==> src/rtl/line_track_if.sv <==
// Sensor inputs and drive-command outputs of the line tracker.
// The master side drives the sensors, and the slave side is the tracker.
interface line_track_if;
    logic       left_signal;
    logic       mid_signal;
    logic       right_signal;
    logic [2:0] mode;
    logic       lost;
    logic       halted;

    modport master (output left_signal, mid_signal, right_signal,
                    input  mode, lost, halted);
    modport slave  (input  left_signal, mid_signal, right_signal,
                    output mode, lost, halted);
endinterface

==> src/rtl/line_track_fsm.sv <==
// Line-following controller: synchronizes and debounces three line sensors,
// then tracks, searches for, or gives up on the line.
module line_track_fsm #(
    parameter int unsigned STABLE_CYC   = 1000,
    parameter int unsigned LOST_TIMEOUT = 50_000_000
) (
    input  logic        clk,
    input  logic        rst,
    line_track_if.slave bus
);
    localparam logic [15:0] STAB     = 16'(STABLE_CYC);
    localparam logic [31:0] TMO_LAST = 32'(LOST_TIMEOUT - 1);

    localparam logic [2:0] M_LEFT   = 3'b000;
    localparam logic [2:0] M_RIGHT  = 3'b001;
    localparam logic [2:0] M_STR    = 3'b010;
    localparam logic [2:0] M_STOP   = 3'b011;
    localparam logic [2:0] M_SLEFT  = 3'b100;
    localparam logic [2:0] M_SRIGHT = 3'b101;

    typedef enum logic [1:0] {IDLE, TRACK, SEARCH, HALT} state_t;

    logic [2:0]  sync1, sync2, cand, pat;
    logic [15:0] cnt;
    logic        taken, acc;

    state_t      state_q, state_d;
    logic [2:0]  mode_q, mode_d;
    logic        lost_q, lost_d, halt_q, halt_d;
    logic        dir_q, dir_d;   // 0 = LEFT, 1 = RIGHT
    logic [31:0] tcnt_q, tcnt_d;
    logic        expire;

    // Sensor synchronizer and stability filter. A pattern that has held for
    // STABLE_CYC cycles is accepted once on the following edge, even if the
    // candidate is being reloaded on that same edge.
    always_ff @(posedge clk or posedge rst) begin
        if (rst) begin
            sync1 <= '0;
            sync2 <= '0;
            cand  <= '0;
            pat   <= '0;
            cnt   <= '0;
            taken <= 1'b0;
            acc   <= 1'b0;
        end else begin
            sync1 <= {bus.left_signal, bus.mid_signal, bus.right_signal};
            sync2 <= sync1;
            acc   <= 1'b0;
            if (cnt == STAB && !taken) begin
                pat   <= cand;
                acc   <= 1'b1;
                taken <= 1'b1;
            end
            if (sync2 != cand) begin
                cand  <= sync2;
                cnt   <= 16'd1;
                taken <= 1'b0;
            end else if (cnt < STAB) begin
                cnt <= cnt + 16'd1;
            end
        end
    end

    function automatic logic [2:0] map_pat(input logic [2:0] p, input logic [2:0] hold);
        case (p)
            3'b010, 3'b111: map_pat = M_STR;
            3'b110:         map_pat = M_LEFT;
            3'b011:         map_pat = M_RIGHT;
            3'b100:         map_pat = M_SLEFT;
            3'b001:         map_pat = M_SRIGHT;
            default:        map_pat = hold;
        endcase
    endfunction

    assign expire = (state_q == SEARCH) && (tcnt_q == TMO_LAST);

    always_comb begin
        state_d = state_q;
        mode_d  = mode_q;
        tcnt_d  = tcnt_q;
        dir_d   = dir_q;
        case (state_q)
            IDLE, HALT: begin
                // A fork on first entry has no prior mode to hold: go straight.
                if (acc && pat != 3'b000) begin
                    state_d = TRACK;
                    mode_d  = map_pat(pat, M_STR);
                end
            end
            TRACK: begin
                if (acc) begin
                    if (pat == 3'b000) begin
                        state_d = SEARCH;
                        tcnt_d  = '0;
                        mode_d  = dir_q ? M_SRIGHT : M_SLEFT;
                    end else begin
                        mode_d = map_pat(pat, mode_q);
                    end
                end
            end
            SEARCH: begin
                tcnt_d = tcnt_q + 32'd1;
                // Regaining the line beats a simultaneous timeout.
                if (acc && pat != 3'b000) begin
                    state_d = TRACK;
                    mode_d  = map_pat(pat, M_STR);
                end else if (expire) begin
                    state_d = HALT;
                    mode_d  = M_STOP;
                end
            end
            default: state_d = IDLE;
        endcase
        if (mode_d == M_LEFT || mode_d == M_SLEFT)
            dir_d = 1'b0;
        else if (mode_d == M_RIGHT || mode_d == M_SRIGHT)
            dir_d = 1'b1;
        lost_d = (state_d == SEARCH);
        halt_d = (state_d == HALT);
    end

    always_ff @(posedge clk or posedge rst) begin
        if (rst) begin
            state_q <= IDLE;
            mode_q  <= M_STOP;
            lost_q  <= 1'b0;
            halt_q  <= 1'b0;
            dir_q   <= 1'b0;
            tcnt_q  <= '0;
        end else begin
            state_q <= state_d;
            mode_q  <= mode_d;
            lost_q  <= lost_d;
            halt_q  <= halt_d;
            dir_q   <= dir_d;
            tcnt_q  <= tcnt_d;
        end
    end

    assign bus.mode   = mode_q;
    assign bus.lost   = lost_q;
    assign bus.halted = halt_q;
endmodule
==> src/flat_wrapper.sv <==
// flat-port wrapper written by rule: the top's interface ports become plain ports
module line_track_fsm_flat 
#(
    parameter int unsigned STABLE_CYC   = 1000,
    parameter int unsigned LOST_TIMEOUT = 50_000_000
)
  (clk, rst, bus_left_signal, bus_mid_signal, bus_right_signal, bus_mode, bus_lost, bus_halted);
  line_track_if bus_i ();
  input  logic clk;
  input  logic rst;
  input wire logic [$bits(bus_i.left_signal)-1:0] bus_left_signal;
  input wire logic [$bits(bus_i.mid_signal)-1:0] bus_mid_signal;
  input wire logic [$bits(bus_i.right_signal)-1:0] bus_right_signal;
  output wire logic [$bits(bus_i.mode)-1:0] bus_mode;
  output wire logic [$bits(bus_i.lost)-1:0] bus_lost;
  output wire logic [$bits(bus_i.halted)-1:0] bus_halted;
  assign bus_i.left_signal = bus_left_signal;
  assign bus_i.mid_signal = bus_mid_signal;
  assign bus_i.right_signal = bus_right_signal;
  assign bus_mode = bus_i.mode;
  assign bus_lost = bus_i.lost;
  assign bus_halted = bus_i.halted;
  line_track_fsm #(.STABLE_CYC(STABLE_CYC), .LOST_TIMEOUT(LOST_TIMEOUT)) u_core (.clk(clk), .rst(rst), .bus(bus_i));
endmodule
==> config.mk <==
export PLATFORM = sky130hd
export DESIGN_NAME = line_track_fsm_flat
export DESIGN_NICKNAME = d
export VERILOG_FILES = /design/src/rtl/line_track_if.sv /design/src/rtl/line_track_fsm.sv /design/src/flat_wrapper.sv
export SDC_FILE = /design/constraint.sdc
export NUM_CORES = 1
export LEC_CHECK = 0
export BUFFER_PORTS_ARGS = -buffer_cell sky130_fd_sc_hd__clkbuf_2
export CAP_MARGIN = 20
export CORE_UTILIZATION = 50
export DETAILED_ROUTE_END_ITERATION = 12
export PLACE_DENSITY_LB_ADDON = 0.1
export SLEW_MARGIN = 10
export SYNTH_ARGS = -nofsm -noshare
export SYNTH_HDL_FRONTEND = slang
export SYNTH_SLANG_ARGS = --single-unit
export TNS_END_PERCENT = 5
==> constraint.sdc <==
create_clock -name clk -period 2.63 [get_ports clk]
set_input_delay 0.526 -clock clk [delete_from_list [all_inputs] [get_ports clk]]
set_output_delay 0.526 -clock clk [all_outputs]
set_load 0.01 [all_outputs]
==> reports/metrics.sh, run 1 <==
DIEAREA_UM2=7250
POST_DRT_VIA_CELL_RATIO=5.69
SYNTH-EDFF-COUNT=0
GLOBALROUTE.TOTALOVERFLOW=0
CLKSLEWWORSTSETUPHOLDPATHS_PS=80
PEAKVDDDROP_uV=257
MAX-CAP-VIOLATIONS=0
LAYOUT-AREA-OVERHEAD-VS-SYNTH_PCT=11.5
FINALHOLDVIOLCOUNT=0
FIN_CRIT_SH_PCT=89.5
DETAILED_PLACE.AREA_UM2=3650
CTS_TREE='built'
AREA_OF_THE_MAPPED_NETLIST_UM2=3460
ANTENNADIODECOUNT=0
IOPINCOUNT=10
ANTENNA_VIOLATIONS_BEFORE_REPAIR=0
WORST-ENDPOINT-REQUIRED_PS=2880
MAX_FREQUENCY_GHz=0.425
GPL.FINAL_WEIGHTED_CONGESTION=0.840
YS_TYPES=51
GRT_PASS1_WL_UM=11300
ROUTE.VIAS.TOTAL=2545
FIRST_GLOBAL_VIAS=2468
RSZ_0062_RAISED_AFTER_GLOBAL_ROUTING='false'
REPORT.FINAL.SLEW_VIOL_COUNT=0
CRITICALPATHCATEGORY='reg -> reg'
NUM-NETS-FINAL=375
STATIC-LEAKAGE-POWER_uW=0.00166
CRITICAL_PATH.ENDPOINT_TYPE='flop'
FILLERINSTANCES=526
HOLD-WORST-SLACK_PS=236
MAX-CLOCK-PATH-BUFFERS=2
TIMING.FINAL.SETUP_VIOLATIONS=0
CRIT_PATH_START_KIND='flop'
GRT_MAX_DEGREE=42
CLK_LATENCY_PS=340
SYN-INSTANCE-COUNT=346
WORST_SLEW_MARGIN_REL_PCT=59.3
CHIPWIDTH_UM=85.2
SYNTH_SEQ_CELLS=70
WORST_PIN_SLEW_PS=610
DRC=0
SYNTHESIZED_NETS=356
DRT_ITER0_DRC=122
CTS_INSERTED_BUFFERS=9
SETUP-TNS-FINAL_PS=0
PLACEMENT_ROWS=29
PLACE_HPWL_UM=4460
SYNTH_SEQ_AREA_SHARE_PCT=50.7
CLOCK_TREE_SKEW_AFTER_FINAL_LAYOUT_PS=13.0
TOTALWIRELENGTH_UM=6500
SYN_AREA_PER_CELL_UM2=10.0
FIRSTDRTPASSITERS=4
POSTSYNTH.TOPFLOPCELL='sky130_fd_sc_hd__dfrtp_1'
DRT-WIRELENGTH-PER-CELL_UM=14.5
ANT_NETS=0
IO_BUFFER_COUNT=9
HTREEDEPTH=3
GRT_UTIL_ALL_LAYERS_PCT=19.8
INITIAL_UTIL_PCT=53.2
HOLDCRITPATHCLASS='in -> async'
YOSYSWARNINGCOUNT=0
STATUS='finished, final reports clean'
FINISH.INSTANCE_AREA_UM2=3860
CRITPATHARRIVALTIME_PS=2610
FINAL_LAYOUT_SIZE_SUFFIX_GT1_SHARE_PCT=13.5
SYNTH_ASYNC_SR_FLOP_SHARE_PCT=100
CORE-AREA_UM2=6490
HOLDBUFCOUNTCTS=0
POWER_PER_CELL_AREA_nW_PER_UM2=526
PERIOD_MINUS_SLACK_PS=2350
CRITICAL_PATH_PEAK_FANOUT=10
VERT_DIE_DIM_UM=85.2
CTS_ROOT_BUF='sky130_fd_sc_hd__clkbuf_8'
CLOCK-SINKS=70
## cells in the final DEF (no fill, tap or decap), types with 4 or more instances in the layout
cell,netlist,layout
sky130_fd_sc_hd__nand2_1,22,22
sky130_fd_sc_hd__nand4_1,9,9
sky130_fd_sc_hd__buf_4,0,14
sky130_fd_sc_hd__nor3_1,8,8
sky130_fd_sc_hd__nand3_1,16,16
sky130_fd_sc_hd__or4_1,4,4
sky130_fd_sc_hd__xor2_1,16,16
sky130_fd_sc_hd__and3_1,7,7
sky130_fd_sc_hd__or3_1,9,9
sky130_fd_sc_hd__inv_1,15,14
sky130_fd_sc_hd__a21oi_1,17,17
sky130_fd_sc_hd__clkbuf_8,0,11
sky130_fd_sc_hd__nor2b_1,4,4
sky130_fd_sc_hd__xnor2_1,14,14
sky130_fd_sc_hd__ha_1,5,5
sky130_fd_sc_hd__nor4_1,5,5
sky130_fd_sc_hd__nor2_1,38,38
sky130_fd_sc_hd__o31ai_1,4,4
sky130_fd_sc_hd__and2_1,8,8
sky130_fd_sc_hd__clkbuf_2,0,9
sky130_fd_sc_hd__o21ai_0,16,16
sky130_fd_sc_hd__dfrtp_1,68,68
## layer usage
metal,share of wire (%),global-route usage (%),vias up
met1,53,27.9,1243
met4,1.6,8.32,0
li1,-,-,1260
met2,43,30.6,32
met3,2.0,2.92,10
met5,0,0,-
## what timing repair did
| item | 4_1_cts | 5_1_grt |
|---|---|---|
| resized for setup | 0 | 1 |
| buffers inserted | 0 | 0 |
| endpoints found under the setup margin | 0 | 1 |
## final timing paths
kind / startpoint / end / slack, ps / cells after the start
max: u_core.pat[0] / u_core.tcnt_q[27] / 280 / 5
min: rst / u_core.sync2[0] / 240 / 3
max reg2reg: u_core.pat[0] / u_core.tcnt_q[27] / 280 / 5
min reg2reg: u_core.sync1[0] / u_core.sync2[0] / 360 / 0
max in group asynchronous: rst / u_core.tcnt_q[27] / 1960 / 3
min in group clk: bus_mid_signal / u_core.sync1[1] / 290 / 1
## final cells by class
| class | instances | area (um2) | area share (%) |
|---|---|---|---|
| tap | 77 | 96.3 | 2.50 |
| clock inverter | 3 | 42.5 | 1.10 |
| clock buffer | 13 | 159 | 4.12 |
| inverter | 15 | 56.3 | 1.46 |
| timing repair buffer | 23 | 150 | 3.89 |
| sequential | 70 | 1750 | 45.5 |
| multi-input combinational | 246 | 1600 | 41.4 |
## state kept, by name, summed over array words and instances, names as in the netlist
name,cells
u_core.bus.halted,1
u_core.tcnt_q,32
u_core.acc,1
u_core.bus.lost,1
u_core.sync1,3
u_core.bus.mode,3
u_core.pat,3
u_core.taken,1
u_core.sync2,3
u_core.state_q,2
u_core.cnt,16
u_core.dir_q,1
u_core.cand,3
## logic make-up (layout without fill, tap and decap cells)
logic type,Yosys count,in the layout,share of synthesized area [%]
flops,70,70,50.7
simple gates,146,146,22.8
fa+ha+maj,6,6,2.10
compound gates,59,59,11.9
xor+xnor,30,30,7.60
mux,5,5,1.56
buf+inv,30,54,3.29
## cell usage after synthesis (4+ instances only)
library cell	number	share of area, %
sky130_fd_sc_hd__dfrtp_1	68	49
sky130_fd_sc_hd__nor2_1	38	4.1
sky130_fd_sc_hd__nand2_1	22	2.4
sky130_fd_sc_hd__a21oi_1	17	2.5
sky130_fd_sc_hd__nand3_1	16	2.3
sky130_fd_sc_hd__o21ai_0	16	2.3
sky130_fd_sc_hd__xor2_1	16	4.1
sky130_fd_sc_hd__inv_1	15	1.6
sky130_fd_sc_hd__xnor2_1	14	3.5
sky130_fd_sc_hd__clkbuf_1	12	1.3
sky130_fd_sc_hd__nand4_1	9	1.6
sky130_fd_sc_hd__or3_1	9	1.6
sky130_fd_sc_hd__and2_1	8	1.4
sky130_fd_sc_hd__nor3_1	8	1.2
sky130_fd_sc_hd__and3_1	7	1.3
sky130_fd_sc_hd__ha_1	5	1.8
sky130_fd_sc_hd__nor4_1	5	0.90
sky130_fd_sc_hd__nor2b_1	4	0.72
sky130_fd_sc_hd__o31ai_1	4	0.87
sky130_fd_sc_hd__or4_1	4	0.87
## where the power goes
group / leakage, uW / switching [uW] / internal (uW)
combinational: 0.000616 / 35.9 / 14.1
clock: 0.0000996 / 397 / 490
sequential: 0.000945 / 6.37 / 1090
## worst max-delay path: stages, from the launching register on
cell and delay [ps]:
sky130_fd_sc_hd__dfrtp_1 380, sky130_fd_sc_hd__or4b_4 590, sky130_fd_sc_hd__a2111oi_4 390, sky130_fd_sc_hd__nand4_4 210
sky130_fd_sc_hd__or4_1 540, sky130_fd_sc_hd__a21oi_1 150
## metrics by stage
step                std cells  setup slack [ps]  utilization, %  power [uW]
floorplan                 346               101               -        1150
global placement          431               198            56.2        1160
detailed placement        431               171            56.2        1170
CTS                       447               136            59.3        2050
global route              447              90.1            59.4        2100
finish                    447               277            59.4        2030
No activity file was read; power rests on OpenSTA's default activity.
==> inputs of run 2 (changes only) <==
ABC_AREA = 1   (was not set)
==> run 2 against run 1 <==
Net effect: power down 2.5%; clock-buffer cell count fell by 4; die area up 13%; sequential power barely moved; final area rose by 11%; final cell count increased by 44%; critical path depth increased by 5; core utilization shrank 1.7 points; first-iteration DRC count up 110%; via count increased by 32%; register-to-register slack better by 450 ps; worst setup slack gained 450 ps; critical path type unchanged; largest power group unchanged.
==> reports/metrics.sh, run 2 <==
STATIC-LEAKAGE-POWER_uW=0.00192
ANTENNA_VIOLATIONS_BEFORE_REPAIR=0
FINISH.INSTANCE_AREA_UM2=4290
REG_WITH_MOST_FFS='u_core.tcnt_q'
WORST_PIN_SLEW_PS=403
NETLIST_TOP_CELLS_AREA='sky130_fd_sc_hd__dfrtp_1 43%, sky130_fd_sc_hd__nand2_1 10%, sky130_fd_sc_hd__nor2_1 7.8%'
PLACE_HPWL_UM=6030
SYNTH_SEQ_AREA_SHARE_PCT=44.6
IOPINCOUNT=10
ANTENNADIODECOUNT=0
CORE-AREA_UM2=7450
CTS_INSERTED_BUFFERS=9
RSZ_0062_RAISED_AFTER_GLOBAL_ROUTING='false'
SYNTHESIZED_NETS=533
VERT_DIE_DIM_UM=90.7
POSTSYNTH.TOPFLOPCELL='sky130_fd_sc_hd__dfrtp_1'
GPL.FINAL_WEIGHTED_CONGESTION=0.931
CLKSLEWWORSTSETUPHOLDPATHS_PS=90
SYNTH_COMMONEST_CELLS='109 x sky130_fd_sc_hd__nand2_1, 82 x sky130_fd_sc_hd__nor2_1, 68 x sky130_fd_sc_hd__dfrtp_1, 68 x sky130_fd_sc_hd__inv_1, 37 x sky130_fd_sc_hd__nand3_1'
PERIOD_MINUS_SLACK_PS=1910
STATUS='finished, final reports clean'
INITIAL_UTIL_PCT=52.9
PATH_BUF_INV=2
FILLERINSTANCES=704
NUM-NETS-FINAL=549
DRT-WIRELENGTH-PER-CELL_UM=12.8
DIEAREA_UM2=8230
CLOCK-SINKS=70
FF_TO_FF_END='u_core.tcnt_q[15]'
SYNTH.LARGEST_AREA_CELL='sky130_fd_sc_hd__dfrtp_1'
TOTALPOWERFINAL_uW=1980
LAYOUT.CELLS.MOST_COMMON_LIST='109 x sky130_fd_sc_hd__nand2_1, 82 x sky130_fd_sc_hd__nor2_1, 68 x sky130_fd_sc_hd__dfrtp_1, 67 x sky130_fd_sc_hd__inv_1, 37 x sky130_fd_sc_hd__nand3_1'
DRC=0
CHIPWIDTH_UM=90.7
FINAL.SETUP.WORST_SLACK_PS=723
SYN_AREA_PER_CELL_UM2=7.53
WORST_R2R_PATH_DEPTH=10
SETUP-TNS-FINAL_PS=0
SYN-INSTANCE-COUNT=523
MAX-CAP-VIOLATIONS=0
POST_CTS.REPAIR.SETUP_BUFFERS=0
HOLDBUFCOUNTCTS=0
WORSTPATHCELLLIST='inv_1, ha_1, inv_1, nand2_4, nor2_4, nand2_1, nor2_1, nand3_1, nand2_1, nor2_1'
SYNTH_ASYNC_SR_FLOP_SHARE_PCT=100
CRITICAL_PATH.ENDPOINT_TYPE='flop'
CTS_ROOT_BUF='sky130_fd_sc_hd__clkbuf_8'
AREA_OF_THE_MAPPED_NETLIST_UM2=3940
HTREEDEPTH=3
POWER_PER_CELL_AREA_nW_PER_UM2=461
IO_BUFFER_COUNT=9
TIMING.CRITICAL_PATH.MAX_DELAY_FAMILY='simple AND/OR/NAND/NOR gates'
CTS_TREE='built'
R2R_SLACK_PS=720
MAX-CLOCK-PATH-BUFFERS=2
PEAKVDDDROP_uV=203
DETAILED_PLACE.AREA_UM2=4110
YS_TYPES=40
SYNTH-EDFF-COUNT=0
TIMING.CRITICAL_PATH.SLOWEST_CELL_DELAY_PS=420
CLK_LATENCY_PS=360
CRITICALPATHCATEGORY='reg -> reg'
SYNTH_SEQ_CELLS=70
TOTALWIRELENGTH_UM=8260
LAYOUT-AREA-OVERHEAD-VS-SYNTH_PCT=9.06
GLOBALROUTE.TOTALOVERFLOW=0
DETAILEDPLACE.WORSTSLACK_PS=746
POST_DRT_VIA_CELL_RATIO=5.21
FINALHOLDVIOLCOUNT=0
CRITICAL_PATH.SLOWEST_CELL='sky130_fd_sc_hd__ha_1'
CRIT_PATH_START_KIND='flop'
FIRSTDRTPASSITERS=5
REPORT.FINAL.SLEW_VIOL_COUNT=0
PLACED_CELLS_INCL_TAPS=627
ANT_NETS=0
ROUTE.VIAS.TOTAL=3348
WORST_SLEW_MARGIN_REL_PCT=72.9
DRT_ITER0_DRC=252
FINALNONFILLERCELLS=643
GRT_PASS1_WL_UM=14400
FIN_CRIT_SH_PCT=72.5
TIMING.FINAL.SETUP_VIOLATIONS=0
FIRST_GLOBAL_VIAS=3123
CTS_REPAIR_RESIZE_COUNT=0
PLACEMENT_ROWS=31
MOSTFREQUENTLAYOUTCELL='sky130_fd_sc_hd__nand2_1'
GRT_MAX_DEGREE=61
GRT_UTIL_ALL_LAYERS_PCT=22.1
CLOCK_TREE_SKEW_AFTER_FINAL_LAYOUT_PS=8.65
SYNTHMOSTINSTANTIATEDCELL='sky130_fd_sc_hd__nand2_1'
LARGEST_REGISTER_FF_COUNT=32
WORST-ENDPOINT-REQUIRED_PS=2880
LAYOUT_TOP_REGISTERS='u_core.tcnt_q: 32 flops, u_core.cnt: 16 flops'
R2R-START='u_core.state_q[0]'
MAX_FREQUENCY_GHz=0.524
YOSYSWARNINGCOUNT=0
CRITPATHARRIVALTIME_PS=2160
FINAL_LAYOUT_SIZE_SUFFIX_GT1_SHARE_PCT=11.4
CRITICAL_PATH_PEAK_FANOUT=10
YOSYSTOPAREACELLSHARE_PCT=43.2
HOLDCRITPATHCLASS='in -> async'
## run 2: worst max path at each step
stage / from / end / slack (ps) / cells past startpoint
finish: u_core.state_q[0] / u_core.tcnt_q[15] / 720 / 10
detailed placement: u_core.state_q[0] / u_core.tcnt_q[15] / 750 / 10
global route: u_core.state_q[0] / u_core.tcnt_q[18] / 580 / 11
CTS: u_core.state_q[0] / u_core.tcnt_q[15] / 730 / 10
global placement: u_core.state_q[0] / u_core.tcnt_q[15] / 820 / 10
floorplan: rst / u_core.acc / 340 / 1
## run 2: metrics by stage
step,utilization (%),hold WS (ps)
2_1_floorplan,-,331
3_3_place_gp,55.1,333
3_5_place_dp,55.1,335
4_1_cts,57.6,55.8
5_1_grt,57.6,70.8
6_report,57.6,65.3
## run 2: routing by layer
metal	vias up	track usage (%)	wire, um
met5	-	0	0
li1	1723	-	-
met4	0	7.93	118
met1	1531	32.2	4210
met2	85	31.9	3490
met3	9	5.30	442
## run 2: logic make-up (layout without fill, tap and decap cells)
group | count (synthesis) | in the layout | synth area share (%)
DFF | 70 | 70 | 44.6
adders and majority gates | 5 | 5 | 1.59
xor gates and xnor gates | 8 | 8 | 1.78
buffers and inverters | 84 | 105 | 8.20
and+or+nand+nor | 286 | 286 | 33.7
AOI/OAI and AO/OA | 70 | 70 | 10.2
## run 2: power breakdown
part | internal [uW] | leakage (uW) | switching (uW) | total (uW)
Sequential | 1090 | 0.000945 | 6.03 | 1090
Combinational | 15.0 | 0.000882 | 36.6 | 51.6
Clock | 363 | 0.0000931 | 473 | 836
## run 2: final cells by class
| type | instances | area [um2] | area share, % |
|---|---|---|---|
| Timing Repair Buffer | 12 | 80.1 | 1.87 |
| Clock buffer | 9 | 124 | 2.89 |
| Tap cell | 99 | 124 | 2.89 |
| Sequential cell | 70 | 1750 | 40.9 |
| Clock inverter | 7 | 62.6 | 1.46 |
| Inverter | 77 | 289 | 6.73 |
| Multi-Input combinational cell | 369 | 1860 | 43.3 |
==> inputs of run 3 (changes only) <==
clock period = 1.5 ns   (was 2.63 ns; I/O delays follow)
==> run 3 against run 2 <==
Net effect: the run now ends with negative hold slack, negative setup slack left; worst setup slack got worse by 830 ps; core utilization increased by 11 points; sequential power increased by 75%; largest power group unchanged; clock-buffer cell count increased by 2; highest routed layer unchanged.
==> reports/metrics.sh, run 3 (synthesized netlist as in run 2, its figures left out) <==
STATUS='complete, but fails checks'
VIOLATIONS='negative hold slack, negative setup slack'
ANTENNADIODECOUNT=0
WORST_R2R_PATH_DEPTH=6
RSZ_0062_RAISED_AFTER_GLOBAL_ROUTING='true'
STATIC-LEAKAGE-POWER_uW=0.00231
NUM-NETS-FINAL=623
CTS_TREE='built'
CRITPATHARRIVALTIME_PS=1840
TIMING.FINAL.SETUP_VIOLATIONS=29
CRITICAL_PATH_PEAK_FANOUT=8
DIEAREA_UM2=8230
VERT_DIE_DIM_UM=90.7
WORST_PIN_SLEW_PS=604
LAYOUT-AREA-OVERHEAD-VS-SYNTH_PCT=29.1
CTS_ROOT_BUF='sky130_fd_sc_hd__clkbuf_8'
CHIPWIDTH_UM=90.7
FRACTION_OF_POWER_CONSUMED_BY_THE_CLOCK_NETWORK_PCT=43.5
REGAREA_UM2=1760
PERIOD_MINUS_SLACK_PS=1600
HOLDCRITPATHCLASS='in -> async'
REPORT.FINAL.SLEW_VIOL_COUNT=0
CRITICAL_PATH.ENDPOINT_TYPE='flop'
DRC=0
POWER.SHARE.COMBINATIONAL_PCT=3.1
IO_BUFFER_COUNT=9
HTREEDEPTH=3
INITIAL_UTIL_PCT=52.9
PEAKVDDDROP_uV=412
FIN_CRIT_SH_PCT=107
POWER.SWITCHING_FRACTION_PCT=23.0
GPL.FINAL_WEIGHTED_CONGESTION=0.978
POST_DRT_VIA_CELL_RATIO=5.27
FINAL.SETUP.WORST_SLACK_PS=-104
IOPINCOUNT=10
CORE-AREA_UM2=7450
TOTALPOWERFINAL_uW=3580
DRT_ITER0_DRC=201
SETUP-TNS-FINAL_PS=-1450
CLK_LATENCY_PS=360
HOLD-WORST-SLACK_PS=-0.168
ROUTE.VIAS.TOTAL=3776
CRIT_PATH_START_KIND='flop'
POWER.NET_SWITCHING_uW=825
LAYOUT.CELLS.MOST_COMMON_LIST='99 x sky130_fd_sc_hd__nand2_1, 75 x sky130_fd_sc_hd__buf_4, 65 x sky130_fd_sc_hd__dfrtp_1, 63 x sky130_fd_sc_hd__nor2_1, 61 x sky130_fd_sc_hd__inv_1'
FINAL_LAYOUT_SIZE_SUFFIX_GT1_SHARE_PCT=30.9
CRITICALPATHCATEGORY='reg -> reg'
LAYOUT_TOP_REGISTERS='u_core.tcnt_q: 32 flops, u_core.cnt: 16 flops'
MAX_FREQUENCY_GHz=0.623
GRT_UTIL_ALL_LAYERS_PCT=26.9
FILLERINSTANCES=609
REG_WITH_MOST_FFS='u_core.tcnt_q'
SEQPWRFRAC_PCT=53.4
ANTENNA_VIOLATIONS_BEFORE_REPAIR=0
PLACEMENT_ROWS=31
WORST-ENDPOINT-REQUIRED_PS=1740
GLOBALROUTE.TOTALOVERFLOW=0
POWER_PER_CELL_AREA_nW_PER_UM2=705
DRT-WIRELENGTH-PER-CELL_UM=14.0
CLOCK_TREE_SKEW_AFTER_FINAL_LAYOUT_PS=10.7
CELLINTERNALPOWER_uW=2760
TOTALWIRELENGTH_UM=10000
FIRSTDRTPASSITERS=5
MOSTFREQUENTLAYOUTCELL='sky130_fd_sc_hd__nand2_1'
FINALHOLDVIOLCOUNT=1
CTS_INSERTED_BUFFERS=9
ANT_NETS=0
LARGEST_REGISTER_FF_COUNT=32
FIRST_GLOBAL_VIAS=3757
PLACE_HPWL_UM=7520
MAX-CLOCK-PATH-BUFFERS=2
HOLDBUFCOUNTCTS=0
GRT_MAX_DEGREE=27
CLOCK-SINKS=70
CLKSLEWWORSTSETUPHOLDPATHS_PS=80
GRT_PASS1_WL_UM=17400
MAX-CAP-VIOLATIONS=0
MULTI_INPUT_LOGIC_AREA_UM2=2060
WORST_SLEW_MARGIN_REL_PCT=59.6
==> run 3: changes by cell type in the layout (fill, tap and decap cells not counted), sizes merged <==
cell and delta:
inv -6, clkinvlp +2, bufinv +1, clkinv +1, clkbuf +2, buf +74
==> run 3: routing by layer <==
layer	GRT usage (%)	wire length [um]	up-vias
li1	-	-	1869
met1	36.3	4630	1784
met2	41.9	4610	105
met3	4.80	588	18
met4	12.6	203	0
met5	0	0	-
==> run 3: critical path, cell delays in order (launching register included) <==
cell and delay, ps:
sky130_fd_sc_hd__dfrtp_1 400, sky130_fd_sc_hd__buf_4 150, sky130_fd_sc_hd__ha_4 270, sky130_fd_sc_hd__nor2_8 190, sky130_fd_sc_hd__nand3_4 140, sky130_fd_sc_hd__nor4b_2 260
sky130_fd_sc_hd__nor2_1 60
==> run 3: repair_timing <==
action                                  4_1_cts  5_1_grt
resized for setup                            41       33
endpoints found under the hold margin         0        0
endpoints found under the setup margin       44       52
pin swaps                                    10       13
setup buffers                                 4        1
==> run 3: path summary, 6_finish.rpt <==
check                                       start           endpoint  slack (ps)
worst min register to register    u_core.sync1[2]    u_core.sync2[2]         350
worst min-delay path                          rst      u_core.cnt[4]        -0.2
max in group asynchronous                     rst   u_core.tcnt_q[8]         930
worst max-delay path            u_core.state_q[1]  u_core.tcnt_q[30]        -100
worst max register to register  u_core.state_q[1]  u_core.tcnt_q[30]        -100
min in group clk                   bus_mid_signal    u_core.sync1[1]          40
==> run 3: power by group through the flow <==
stage	sequential (uW)	combinational (uW)	clock, uW
6_report	1910	113	1560
4_1_cts	1910	115	1590
5_1_grt	1910	129	1670
2_1_floorplan	1950	62.4	0
3_5_place_dp	1950	113	0
3_3_place_gp	1950	111	0
==> run 3: per-stage QoR <==
step / cell area, um2 / cells / util [%] / worst slack [ps]
floorplan: 3940 / 523 / - / -172
global placement: 4630 / 696 / 62.1 / -220
detailed placement: 4630 / 696 / 62.1 / -296
CTS: 4980 / 716 / 66.9 / -102
global route: 5080 / 717 / 68.2 / -234
finish: 5080 / 717 / 68.2 / -104
==> run 3: layout make-up <==
type	instances	area share, %
clock inverter	5	1.16
inverter	77	5.81
multi-input combinational	369	40.6
sequential	70	34.6
clock buffer	11	2.78
timing repair buffer	86	12.6
tap	99	2.44
